<file path="src/rtl/seg7_mode_sequencer.sv">
// Seven-segment mode sequencer: synchronised mode switches select pause, marching
// digit (right/left) or a BCD up-counter, all stepped by a prescaled tick.
module seg7_mode_sequencer #(
    parameter int NUM_DIGITS = 3,
    parameter int TICK_DIV   = 25000000,
    parameter int CNT_W      = 25
) (
    input  logic                    clk,
    input  logic                    rst_n,
    input  logic                    sw1,
    input  logic                    sw0,
    output logic [7*NUM_DIGITS-1:0] seg7,
    output logic [NUM_DIGITS-1:0]   seg7_dpt,
    output logic                    tick
);

    localparam int                POS_W     = $clog2(NUM_DIGITS);
    localparam logic [POS_W-1:0]  POS_LAST  = POS_W'(NUM_DIGITS - 1);
    localparam logic [CNT_W-1:0]  CNT_LAST  = CNT_W'(TICK_DIV - 1);
    localparam logic [6:0]        SEG_BLANK = 7'h7F;
    localparam logic [6:0]        SEG_EIGHT = 7'h00;

    typedef enum logic [1:0] {
        MODE_PAUSE = 2'b00,
        MODE_RIGHT = 2'b01,
        MODE_LEFT  = 2'b10,
        MODE_COUNT = 2'b11
    } mode_t;

    // Active-low g..a pattern for one decimal digit; out-of-range shows blank.
    function automatic logic [6:0] seg_decode(input logic [3:0] d);
        case (d)
            4'd0:    return 7'h40;
            4'd1:    return 7'h79;
            4'd2:    return 7'h24;
            4'd3:    return 7'h30;
            4'd4:    return 7'h19;
            4'd5:    return 7'h12;
            4'd6:    return 7'h02;
            4'd7:    return 7'h78;
            4'd8:    return 7'h00;
            4'd9:    return 7'h10;
            default: return SEG_BLANK;
        endcase
    endfunction

    logic [1:0]              r_sync1;
    logic [1:0]              r_sync2;
    mode_t                   r_mode_q;
    mode_t                   r_last;
    logic [CNT_W-1:0]        r_cnt;
    logic [POS_W-1:0]        r_pos;
    logic [4*NUM_DIGITS-1:0] r_bcd;

    mode_t                   w_mode;
    mode_t                   w_mode_n;
    mode_t                   w_last_n;
    mode_t                   w_view;
    logic                    w_mode_chg;
    logic                    w_term;
    logic                    w_tick_n;
    logic [CNT_W-1:0]        w_cnt_n;
    logic [POS_W-1:0]        w_pos_n;
    logic [4*NUM_DIGITS-1:0] w_bcd_n;
    logic [4*NUM_DIGITS-1:0] w_bcd_inc;
    logic [7*NUM_DIGITS-1:0] w_seg;
    logic [NUM_DIGITS-1:0]   w_dpt_view;
    logic [NUM_DIGITS-1:0]   w_dpt;

    assign w_mode     = mode_t'(r_sync2);
    assign w_mode_chg = (w_mode != r_mode_q);
    assign w_term     = (r_cnt == CNT_LAST);

    // Decimal ripple-carry increment of the BCD counter, all-9s wrapping to zero.
    always_comb begin
        logic carry;
        w_bcd_inc = r_bcd;
        carry     = 1'b1;
        for (int k = 0; k < NUM_DIGITS; k++) begin
            if (carry) begin
                if (r_bcd[4*k +: 4] == 4'd9) begin
                    w_bcd_inc[4*k +: 4] = 4'd0;
                end else begin
                    w_bcd_inc[4*k +: 4] = r_bcd[4*k +: 4] + 4'd1;
                    carry = 1'b0;
                end
            end else begin
                w_bcd_inc[4*k +: 4] = r_bcd[4*k +: 4];
            end
        end
    end

    // Next-state: a mode change restarts the prescaler and beats a coincident terminal count.
    always_comb begin
        w_mode_n = r_mode_q;
        w_cnt_n  = r_cnt;
        w_pos_n  = r_pos;
        w_bcd_n  = r_bcd;
        w_tick_n = 1'b0;
        if (w_mode_chg) begin
            w_mode_n = w_mode;
            w_cnt_n  = '0;
            w_pos_n  = (w_mode == MODE_RIGHT) ? POS_LAST : '0;
        end else if (r_mode_q == MODE_PAUSE) begin
            w_cnt_n = '0;
        end else if (w_term) begin
            w_cnt_n  = '0;
            w_tick_n = 1'b1;
            case (r_mode_q)
                MODE_RIGHT: w_pos_n = (r_pos == '0) ? POS_LAST : r_pos - POS_W'(1);
                MODE_LEFT:  w_pos_n = (r_pos == POS_LAST) ? '0 : r_pos + POS_W'(1);
                MODE_COUNT: w_bcd_n = w_bcd_inc;
                default:    w_bcd_n = r_bcd;
            endcase
        end else begin
            w_cnt_n = r_cnt + CNT_W'(1);
        end
        w_last_n = (w_mode_n != MODE_PAUSE) ? w_mode_n : r_last;
    end

    // Pause replays the last running mode's view; before any run that view is the counter.
    always_comb begin
        w_view     = (w_mode_n == MODE_PAUSE) ? w_last_n : w_mode_n;
        w_seg      = '1;
        w_dpt_view = '1;
        case (w_view)
            MODE_RIGHT, MODE_LEFT: begin
                for (int k = 0; k < NUM_DIGITS; k++) begin
                    if (POS_W'(k) == w_pos_n) begin
                        w_seg[7*k +: 7] = SEG_EIGHT;
                        w_dpt_view[k]   = 1'b0;
                    end else begin
                        w_seg[7*k +: 7] = SEG_BLANK;
                        w_dpt_view[k]   = 1'b1;
                    end
                end
            end
            MODE_COUNT, MODE_PAUSE: begin
                for (int k = 0; k < NUM_DIGITS; k++) begin
                    w_seg[7*k +: 7] = seg_decode(w_bcd_n[4*k +: 4]);
                end
            end
            default: begin
                w_seg      = '1;
                w_dpt_view = '1;
            end
        endcase
    end

    assign w_dpt = ((w_mode_n == MODE_PAUSE) && (w_last_n != MODE_PAUSE)) ? '0 : w_dpt_view;

    // State, synchroniser and registered outputs.
    always_ff @(posedge clk or negedge rst_n) begin
        if (!rst_n) begin
            r_sync1  <= 2'b00;
            r_sync2  <= 2'b00;
            r_mode_q <= MODE_PAUSE;
            r_last   <= MODE_PAUSE;
            r_cnt    <= '0;
            r_pos    <= '0;
            r_bcd    <= '0;
            seg7     <= '1;
            seg7_dpt <= '1;
            tick     <= 1'b0;
        end else begin
            r_sync1  <= {sw1, sw0};
            r_sync2  <= r_sync1;
            r_mode_q <= w_mode_n;
            r_last   <= w_last_n;
            r_cnt    <= w_cnt_n;
            r_pos    <= w_pos_n;
            r_bcd    <= w_bcd_n;
            seg7     <= w_seg;
            seg7_dpt <= w_dpt;
            tick     <= w_tick_n;
        end
    end

endmodule

</file>
<file path="config.mk">
export PLATFORM = sky130hd
export DESIGN_NAME = seg7_mode_sequencer
export DESIGN_NICKNAME = d
export VERILOG_FILES = /design/src/rtl/seg7_mode_sequencer.sv
export SDC_FILE = /design/constraint.sdc
export NUM_CORES = 1
export LEC_CHECK = 0
export BUFFER_PORTS_ARGS = -buffer_cell sky130_fd_sc_hd__buf_4
export CAP_MARGIN = 40
export CORE_MARGIN = 2
export CORE_UTILIZATION = 60
export CTS_CLUSTER_DIAMETER = 40
export DETAILED_ROUTE_END_ITERATION = 6
export PLACE_DENSITY = 0.9
export SYNTH_ARGS = -nofsm -noshare
export SYNTH_HDL_FRONTEND = slang
export SYNTH_SLANG_ARGS = --single-unit
</file>
<file path="constraint.sdc">
create_clock -name clk -period 3.36 [get_ports clk]
set_clock_uncertainty 0.1 [all_clocks]
set_input_delay 0.336 -clock clk [delete_from_list [all_inputs] [get_ports clk]]
set_output_delay 0.336 -clock clk [all_outputs]
set_load 0.1 [all_outputs]
</file>
==> qor.yml <==
fp-row-count: 30
antenna_found_initial: 0
cts_htree_levels: 3
dp_cells: 562
dr.max_layer_used: "met4"
grt_overflow: 0
coreArea_mm2: 0.00687
postLayoutCoreUtil: 0.717
n_fill_cell: 484
grt_max_degree: 48
clkTransAtPathRegs_ns: 0.07
synthCells: 451
hp-start: "r_sync1[0]"
hold_violations: 0
vias_per_cell: 6.15
synth_edf_count: 0
firstDrtPassIters: 5
ys.flop_type: "dfrtp_1"
ios: 29
root_buffer: "clkbuf_8"
p_leak_uw: 0.00217
internal_power_uw: 1450
nets: 509
critPathKind: "reg -> reg"
drc_errors: 0
track_usage: 0.256
p_per_area_mw_per_mm2: 430
worstHoldEndpoint: "r_sync2[0]"
clockPowerShare: 0.356
yosys.area.top_type_share: 0.280
yosys-top-cells-area: "dfrtp_1 (28%), dfstp_2 (15%), ha_1 (6.7%)"
die_area_mm2: 0.00785
synth_top_cell_by_area: "dfrtp_1"
vdd_drop_max_mv: 0.307
fin_cells: 583
register_area_mm2: 0.00183
synthesis.nets: 478
status: "finished clean"
cpLargestDelayFamily: "simple AND/OR/NAND/NOR gates"
fmax_ghz: 0.306
grt_first_pass_wirelength_mm: 15.7
synth_area_mm2: 0.00429
slowest_stage: "or3_1"
multi_input_area_mm2: 0.00229
max_slew_margin: 0.455
wl_met3_um: 583
cts.sinks: 72
drive_above_1_share: 0.216
cp_data_arrival_time_ns: 3.45
cpPeakStageDelay_ns: 0.49
fin_setup_tns_ns: 0
syn_avg_cell_area_um2: 9.52
endpoint_kind: "register"
min_period_ns: 3.27
place_hpwl_mm: 6.54
postPlaceCellArea_mm2: 0.00462
io_buffers: 28
cap_violations: 0
finalSetupViolations: 0
stdcell_area_mm2: 0.00493
p_sw_frac: 0.318
cp_cell_sequence: "inv_1 -> ha_1 -> or3_1 -> buf_4 -> nor4_2 -> xnor2_1 -> inv_1 -> ha_1 -> and3_1 -> o21ai_0 -> a21oi_1 -> a31oi_1 -> a21oi_1"
yosysWarnings: 0
ys_types: 69
die_width_um: 88.6
vias: 3584
cts_tree: "built"
cts_max_path_buffers: 2
power.switching_uw: 675
regToRegStartpoint: "r_mode_q[1]"
met2_length_mm: 4.65
rrSetupSlack_ns: 0.09
clk_latency_ns: 0.35
cp_num_buf_inv: 3
path_max_fanout: 7
finalWeightedCongestion: 0.937
drv_slew: 0
wirelength_mm: 9.71
holdPathStages: 0
regToRegEndpoint: "seg7[10]"
drt-initial-drc-count: 359
synthArstFlopShare: 1.00
cp-start-kind: "register"
n_antenna_cell: 0
drt-met1-wl_mm: 4.27
die_h_um: 88.6
min_period_over_period: 0.974
worstMarginPinSlew_ns: 0.815
ys_ff_latch: 72
reg2reg_depth: 13
drt-wirelength-per-cell_um: 16.7
numCtsBuffers: 9
p_seq_frac: 0.447
grt_pass1_vias: 3405
ant_nets: 0
hold_class: "reg -> reg"
seq_area_frac_synth: 0.427
syn_to_final_growth_pct: 14.8
p_comb_frac: 0.196
worstPathRequired_ns: 3.53
start_util: 0.625
## area by class of cell
class / instances / area share
Sequential cell: 72 / 0.372
Tap cell: 96 / 0.0244
Multi-Input combinational cell: 328 / 0.464
Inverter: 24 / 0.0183
Clock buffer: 10 / 0.0279
Timing Repair Buffer: 47 / 0.0772
Clock inverter: 6 / 0.0168
## worst max path at each step
stage                      from  endpoint  slack, ns  depth (start not counted)
floorplan           r_mode_q[1]  seg7[16]       0.34                         12
global placement    r_mode_q[1]  seg7[10]       0.23                         13
detailed placement  r_mode_q[1]  seg7[10]       0.08                         13
CTS                 r_mode_q[1]  seg7[10]       0.07                         13
global route        r_mode_q[1]  seg7[10]      -0.09                         13
finish              r_mode_q[1]  seg7[10]       0.09                         13
## flip-flops by register name, indices dropped and copies added, names as in the netlist
signal    count
seg7         21
seg7_dpt      3
r_last        2
r_mode_q      2
r_bcd        12
r_cnt        25
r_pos         2
tick          1
r_sync2       2
r_sync1       2
## power by group through the flow
stage	sequential [uW]	combinational [uW]	clock, uW
2_1_floorplan	1210	79.0	0
3_3_place_gp	962	403	0
3_5_place_dp	963	412	0
4_1_cts	948	417	762
5_1_grt	952	434	799
6_report	948	416	756
## cells in the mapped netlist, types with 3 or more instances
library cell  number
dfrtp_1           48
xnor2_1           13
o21a_1             3
and4_1             7
or3_1              5
and2_1             5
nor3_1            13
o21ai_0           15
nand3_1           20
nand4_1           11
dfstp_2           24
o22ai_1            4
nor2b_1            5
nand2_1           26
buf_2              5
o21ai_1            3
a22o_1             3
xor2_1            15
a31oi_1            6
clkbuf_1          19
and3_1            14
ha_1              23
mux2i_1            8
a211oi_1           5
inv_1             23
nor2_1            42
a21oi_1           29
nor4_1             4
## kinds of logic after synthesis
kind of cell,after synthesis,synth area share
and+or+nand+nor,177,0.235
AOI/OAI and AO/OA,91,0.142
DFF,72,0.427
buffers and inverters,51,0.0496
xor gates and xnor gates,29,0.0609
adders and majority gates,23,0.0671
muxes,8,0.0187
## placed cells by master (no fill, tap or decap), drive strengths merged, types with 4 or more instances in the layout
master / Yosys / routed
a211oi: 5 / 5
mux2i: 8 / 8
a31oi: 6 / 6
nand3: 20 / 20
o22ai: 4 / 4
ha: 23 / 23
and3: 14 / 14
nor2: 42 / 42
or2: 4 / 4
or3: 5 / 5
o21ai: 18 / 18
dfrtp: 48 / 48
nor3: 14 / 14
dfstp: 24 / 24
nor2b: 5 / 5
clkbuf: 19 / 10
xnor2: 13 / 13
xor2: 16 / 16
a21oi: 29 / 29
and4: 7 / 7
buf: 8 / 44
nor4: 7 / 7
nand2: 27 / 27
nand4: 13 / 13
inv: 23 / 23
clkinv: 1 / 4
and2: 5 / 5
## worst reg2reg max path, cell delays in order (launching register included)
cell and delay, ns:
dfrtp_1 0.43, inv_1 0.09, ha_1 0.21, or3_1 0.49, buf_4 0.20, nor4_2 0.29, xnor2_1 0.26, inv_1 0.14
ha_1 0.25, and3_1 0.20, o21ai_0 0.19, a21oi_1 0.09, a31oi_1 0.16, a21oi_1 0.09
## layer usage
metal  global-route usage  up-vias
li1                     -     1660
met1                0.343     1728
met2                0.401      168
met3               0.0569       28
met4                0.114        0
met5                    0        -
## what timing repair did
action | 4_1_cts | 5_1_grt
setup endpoints to repair | 0 | 7
setup buffers | 0 | 2
hold endpoints to repair | 15 | 0
hold buffers | 3 | 0
gates resized for setup | 0 | 8
## stage by stage
stage	total power (uW)	hold slack, ns	setup WS [ns]
floorplan	1290	-0.0596	0.336
global placement	1360	0.235	0.235
detailed placement	1380	0.170	0.0789
CTS	2130	0.254	0.0650
global route	2190	0.272	-0.0936
finish	2120	0.251	0.0869
Power figures use the tool's default switching activity.
